--- src/rtl/decode_writeback.sv ---
// ----------------------------------------------------------------------------
// decode_writeback
//   Y86-64 SEQ decode / write-back stage. It derives the register sources and
//   destinations from icode/rA/rB/cnd. It holds the 15 x WORD register file,
//   drives operands valA/valB to execute, and commits valE/valM on the clock.
//
//   Optional feature macro: REGFILE_BYPASS_EN
//     When this macro is defined, a read of a register that is being written
//     this cycle returns the write data. M has priority over E, and E has
//     priority over the stored value. This applies to valA, valB and dbg_data.
//     It is meant for pipelined integration only, because in SEQ it creates a
//     combinational loop through execute. When the macro is undefined, reads
//     return the pre-edge contents of the register.
//
//   Ports
//     clk, reset      rising-edge clock, synchronous active-high reset
//     icode, rA, rB   instruction fields from fetch
//     cnd             execute condition (gates the cmovXX destination)
//     w_dstE/w_valE   write port E (id 0xF = no write)
//     w_dstM/w_valM   write port M (id 0xF = no write)
//     wb_en           global write enable for this cycle
//     dbg_addr        debug read select
//     valA, valB      operands to execute
//     dstE, dstM      derived destinations (looped back by the SEQ top)
//     dbg_data        R[dbg_addr], or 0 for id 0xF
// ----------------------------------------------------------------------------
module decode_writeback #(
  parameter int unsigned WORD   = 64,
  parameter int unsigned NREGS  = 15,
  parameter int unsigned RSP_ID = 4
) (
  input  logic            clk,
  input  logic            reset,
  input  logic [3:0]      icode,
  input  logic [3:0]      rA,
  input  logic [3:0]      rB,
  input  logic            cnd,
  input  logic [3:0]      w_dstE,
  input  logic [WORD-1:0] w_valE,
  input  logic [3:0]      w_dstM,
  input  logic [WORD-1:0] w_valM,
  input  logic            wb_en,
  input  logic [3:0]      dbg_addr,
  output logic [WORD-1:0] valA,
  output logic [WORD-1:0] valB,
  output logic [3:0]      dstE,
  output logic [3:0]      dstM,
  output logic [WORD-1:0] dbg_data
);

  typedef enum logic [3:0] {
    I_HALT   = 4'h0,
    I_NOP    = 4'h1,
    I_RRMOVQ = 4'h2,
    I_IRMOVQ = 4'h3,
    I_RMMOVQ = 4'h4,
    I_MRMOVQ = 4'h5,
    I_OPQ    = 4'h6,
    I_JXX    = 4'h7,
    I_CALL   = 4'h8,
    I_RET    = 4'h9,
    I_PUSHQ  = 4'hA,
    I_POPQ   = 4'hB
  } icode_e;

  localparam logic [3:0] RNONE = 4'hF;
  localparam logic [3:0] RSP   = RSP_ID[3:0];

  logic [WORD-1:0] regs [NREGS];
  logic [3:0]      srcA, srcB;

  // Source and destination select
  always_comb begin
    srcA = RNONE;
    srcB = RNONE;
    dstE = RNONE;
    dstM = RNONE;
    case (icode_e'(icode))
      I_RRMOVQ: begin
        srcA = rA;
        dstE = cnd ? rB : RNONE;
      end
      I_IRMOVQ: dstE = rB;
      I_RMMOVQ: begin
        srcA = rA;
        srcB = rB;
      end
      I_MRMOVQ: begin
        srcB = rB;
        dstM = rA;
      end
      I_OPQ: begin
        srcA = rA;
        srcB = rB;
        dstE = rB;
      end
      I_CALL: begin
        srcB = RSP;
        dstE = RSP;
      end
      I_RET: begin
        srcA = RSP;
        srcB = RSP;
        dstE = RSP;
      end
      I_PUSHQ: begin
        srcA = rA;
        srcB = RSP;
        dstE = RSP;
      end
      I_POPQ: begin
        srcA = RSP;
        srcB = RSP;
        dstE = RSP;
        dstM = rA;
      end
      default: ;
    endcase
  end

  // Register read with an optional same-cycle forward of the write data
  function automatic logic [WORD-1:0] read_reg(
    input logic [3:0]      id,
    input logic [WORD-1:0] stored
  );
    logic [WORD-1:0] r;
    r = (id != RNONE) ? stored : '0;
`ifdef REGFILE_BYPASS_EN
    if (wb_en && id != RNONE) begin
      if (w_dstM == id)      r = w_valM;
      else if (w_dstE == id) r = w_valE;
    end
`endif
    return r;
  endfunction

  logic [WORD-1:0] stored_a, stored_b, stored_d;

  always_comb begin
    stored_a = '0;
    stored_b = '0;
    stored_d = '0;
    if (int'(srcA) < int'(NREGS))     stored_a = regs[srcA];
    if (int'(srcB) < int'(NREGS))     stored_b = regs[srcB];
    if (int'(dbg_addr) < int'(NREGS)) stored_d = regs[dbg_addr];
    valA     = read_reg(srcA, stored_a);
    valB     = read_reg(srcB, stored_b);
    dbg_data = read_reg(dbg_addr, stored_d);
  end

  // Write-back. The M write is issued after the E write, so it wins when both
  // ports target the same register (popq %rsp).
  always_ff @(posedge clk) begin
    if (reset) begin
      for (int unsigned i = 0; i < NREGS; i++) regs[i] <= '0;
    end else if (wb_en) begin
      if (w_dstE != RNONE && int'(w_dstE) < int'(NREGS)) regs[w_dstE] <= w_valE;
      if (w_dstM != RNONE && int'(w_dstM) < int'(NREGS)) regs[w_dstM] <= w_valM;
    end
  end

endmodule

--- config.mk ---
export PLATFORM = sky130hd
export DESIGN_NAME = decode_writeback
export DESIGN_NICKNAME = d
export VERILOG_FILES = /design/src/rtl/decode_writeback.sv
export SDC_FILE = /design/constraint.sdc
export NUM_CORES = 2
export LEC_CHECK = 0
export ABC_CLOCK_PERIOD_IN_PS = 7600
export BUFFER_PORTS_ARGS = -buffer_cell sky130_fd_sc_hd__buf_2
export CAP_MARGIN = 20
export CORE_MARGIN = 2
export CORE_UTILIZATION = 29
export CTS_CLUSTER_SIZE = 40
export DETAILED_ROUTE_END_ITERATION = 10
export MAX_ROUTING_LAYER = met4
export PLACE_DENSITY = 0.48
export SYNTH_ARGS = -nofsm -noshare
export SYNTH_HDL_FRONTEND = slang
export SYNTH_SLANG_ARGS = --single-unit
--- constraint.sdc ---
create_clock -name clk -period 7.6 [get_ports clk]
set_input_delay 2.28 -clock clk [delete_from_list [all_inputs] [get_ports clk]]
set_output_delay 2.28 -clock clk [all_outputs]
set_load 0.02 [all_outputs]
# After elaboration in Yosys (flattened, before gate mapping)
# Memories as Yosys holds them, arrays and structs flattened.
# Cells that the tools add are included.
# classes
n_lt_le_gt_ge	5
n_eq_ne	14
n_mux	27
n_reduce_logical	10
# ops
op	n
64-bit 2-to-1 mux	8
64-bit OR reduction	2
4-bit less-than comparator, second input constant	5
4-bit inequality test, second input constant	5
4-bit == test, second input constant	4
4-bit 2-to-1 mux	4
4-bit case mux with 2 select lines	2
4-bit by 3-bit == test with 1-bit output, second input constant	3
1-bit 2-to-1 mux	12
4-bit case mux with 3 select lines	1
4-bit by 2-bit == test with 1-bit output, second input constant	2
4-bit OR reduction	2
2-bit OR reduction	3
3-bit OR reduction	1
1-bit logical AND	2
# word_totals
register_bits	0
ramBits	960
inputBits	156
out_inout_bits	200
word_cells	57
n_memories	1
# memory_table
name	depth	word_bits	read_ports	rd_clocked_by_memory_dff	write_ports	line_no	source
regs	15	64	3	0	15	69	logic [WORD-1:0] regs [NREGS];

# Logic depth before layout (Yosys ltp)
# depth
depth_word	8
ltp_mapped	11
mapped_depth_nobuf	6

# Worst setup path after synthesis
# OpenSTA, ideal clock, no wires.
# synth_timing
path_kind	input to register
from	input port w_dstE[0]
to	memory regs[9][0] (enable)
setup_time_ps	575
arrival_time_ps	7434
t_required_ps	7025
path_slack_ps	-408
stages	4
path_buffers	2
path_cell_list	clkbuf_1 nand2b_1 clkbuf_1 o21ai_0
# synth_rtl
item	line_no	source
start: declaration	38	input logic [3:0] w_dstE,
end: declaration	69	

# Worst setup path after layout
# layout_timing
from	input port icode[3]
to	output port valB[14]
# layout_via
elab_chain_len	6
elab_cells_between_ends	15
cone_classes	order compare: 1; eq/ne: 8; mux: 3; reduce/logical: 2; memory: 1
# layout_lines
item	line_no	source
start: declaration	34	input logic [3:0] icode,
4-bit == test or 4-bit by 3-bit == test with 1-bit output (tied branches)	78	case (icode_e'(icode))
4-bit OR reduction (no line) or 3-bit OR reduction (tied branches)	--	
4-bit case mux with 2 select lines *	78	
memory 15 x 64 bit or 4-bit less-than comparator (tied branches)	--	
64-bit 2-to-1 mux	144	if (int'(srcB) < int'(NREGS)) stored_b = regs[srcB];
64-bit 2-to-1 mux *	127	r = (id != RNONE) ? stored : '0;
end: declaration	45	output logic [WORD-1:0] valB,
# Mark *: on every way between the ends. The rest lies on a longest branch, timed or not.

==> results.cfg <==
[status]
status = complete, but fails checks
violations = negative setup slack

[route]
met1_length_um = 131000
vias = 58400
top_layer_used = met4
final_antenna_net_count = 0
dr_wl_met3_um = 40100
dr.pass1.iters = 6
drc_errors = 0
routedWlPerCell_um = 38.1
vias_per_cell = 6.61
drtIter0Drc = 9351
totalWireLength_um = 336000
met2WireLength_um = 149000

[setup_path]
critPathBufInv = 3
path_delay_family = simple AND/OR/NAND/NOR gates
cp.arrival_ps = 5340
path_max_fanout = 41
slowest_delay_ps = 800
worstSetupEndpointType = primary output
critPathKind = in2out
crit_path_start_kind = input port
worstPathCellList = buf_2 > nand2b_1 > or4_4 > buf_4 > o22ai_1 > nor4_1 > nor3_1 > nand3_1 > buf_2
critPathSlowestCell = buf_4
critical-path-top-cell-by-count = buf_2
required_ps = 5320

[timing]
setup_viol_count_final = 1
fin_crit_sh_pct = 100
worst_pin_slew_ps = 1150
layout_min_cycle_time_ps = 7620
maxSlewHeadroom_pct = 22.9
fin_worst_hold_slack_ps = 1860
max_clock_freq_ghz = 0.131
finalWorstSetupSlack_ps = -24.4
rsz0062_at_grt = no
setup_tns_ps = -24.4
hold_viol = 0
slew_violations = 0

[floorplan]
chipHeight_um = 478
die_w_um = 478
num_rows = 174
pin_count = 356
core-area_mm2 = 0.224
initial_core_util_pct = 29.1
dieArea_mm2 = 0.229

[placement]
place_congestion = 0.910
postPlaceCellArea_mm2 = 0.0712
dpl.hpwl_um = 201000
place_ws_ps = 138
io_buffers = 355

[cells_and_area]
fillers = 22300
nNetsFinal = 5869
finalInstanceArea_mm2 = 0.0750
drive_above_1_share_pct = 21.2
top_register = regs
largest_reg_flops = 1024
reg_top3 = regs (1024)
utilization_pct = 33.4
layout_common_cells = a22o_1, edfxtp_1, nand2_1
area_growth_pct = 14.9

[yosys]
yosys_warnings = 0
ys.flop_type = edfxtp_1
yosys.area_share.simple_pct = 11.5
yosys.area_share.adder_pct = 0
synth_edf_count = 1024
synthXorXnorAreaFrac_pct = 0
synthMuxAreaShare_pct = 13.0
synth_top_area_share_pct = 47.1
synthCells = 5714
async_reset_ff_share_pct = 0
yosysSeqAreaShare_pct = 47.1
ys_types = 63
synth_compound_area_share_pct = 23.0
synth_top_family_by_area = compound AO/OA/AOI/OAI gates
avgSynthCellArea_um2 = 11.4
synth_area_mm2 = 0.0653
yosysTopAreaCell = edfxtp_1
ys_seq_elements = 1024
netlist_top_cells_area = edfxtp_1, a22o_1, mux4_2

[global_route]
grt_pass1_vias = 55000
grt_pass1_wl_um = 458000
grt_usage_pct = 29.1
antenna_found_initial = 51
gr-total-overflow = 0
grt_max_degree = 130

[cts]
ctsHoldBuffers = 0
root_buffer = clkbuf_16
htreeDepth = 3
cts_made_buffers = 118
cts_setup_buffers = 0
clock_sinks = 1024
ctsLongestPathBuffers = 3
cts_resized = 0
cts_tree = done
path_clk_slew_ps = 60

[power]
p_leak_nw = 26.7
power_density_mw_per_mm2 = 207
peakVddDrop_v = 0.000200

[run]
cap_violations = 0

[min_path]
worstHoldPathType = in2reg
-- synthesized netlist by cell type, drive strengths merged, types with 3 or more instances --
library cell,n
nor3,84
o31a,3
a211o,4
or3,19
or2,3
nor3b,4
inv,4
clkbuf,565
nand3,69
nand2b,8
and3,318
a21oi,256
o22ai,65
and2,4
buf,237
a22oi,62
a31oi,3
nand2,404
nand3b,3
nor2b,72
edfxtp,1024
mux2i,128
o221ai,65
a211oi,252
o31ai,67
nor2,412
o21ai,79
mux4,320
a22o,1025
nor4,131
-- cell families (layout without fill, tap and decap cells) --
| logic type | Yosys count | count (layout) |
|---|---|---|
| flip-flops | 1024 | 1024 |
| AO/OA/AOI/OAI | 1893 | 1893 |
| other | 1 | 101 |
| buffers and inverters | 806 | 837 |
| multiplexers | 448 | 448 |
| AND/OR/NAND/NOR | 1542 | 1542 |
-- where the power goes --
group	leakage (nW)	internal, W	switching, W
Clock	1.79	0.00317	0.00254
Sequential	9.82	0.00662	0.000295
Combinational	15.1	0.000996	0.00194
Total	26.7	0.0108	0.00477
-- per-layer routing --
layer	vias to the layer above	global-route usage, %
li1	23000	-
met1	29700	37.9
met2	4778	42.7
met3	900	7.17
met4	0	12.7
met5	-	-
-- area by class of cell --
cell class                      instances  area (um^2)  share of cell area, %
Sequential cell                      1024        30700                   41.0
Inverter                                4         15.0                 0.0200
Timing Repair Buffer                  618         4930                   6.58
Antenna cell                           37         92.6                  0.123
Clock buffer                          149         3110                   4.15
Clock inverter                         66          574                  0.766
Tap cell                             2992         3740                   4.99
Multi-Input combinational cell       3947        31800                   42.4
-- through the flow --
stage               cells  total power [W]
floorplan            5777          0.00856
global placement     8584          0.00985
detailed placement   8585          0.00987
CTS                  8800           0.0155
global route         8825           0.0159
finish               8837           0.0156
-- final timing paths --
path | from | endpoint | slack (ps) | cells past startpoint
setup / recovery | icode[3] | valB[14] | -20 | 9
hold / removal | w_valE[30] | regs[15][30] | 1860 | 1
Power figures use the tool's default switching activity.
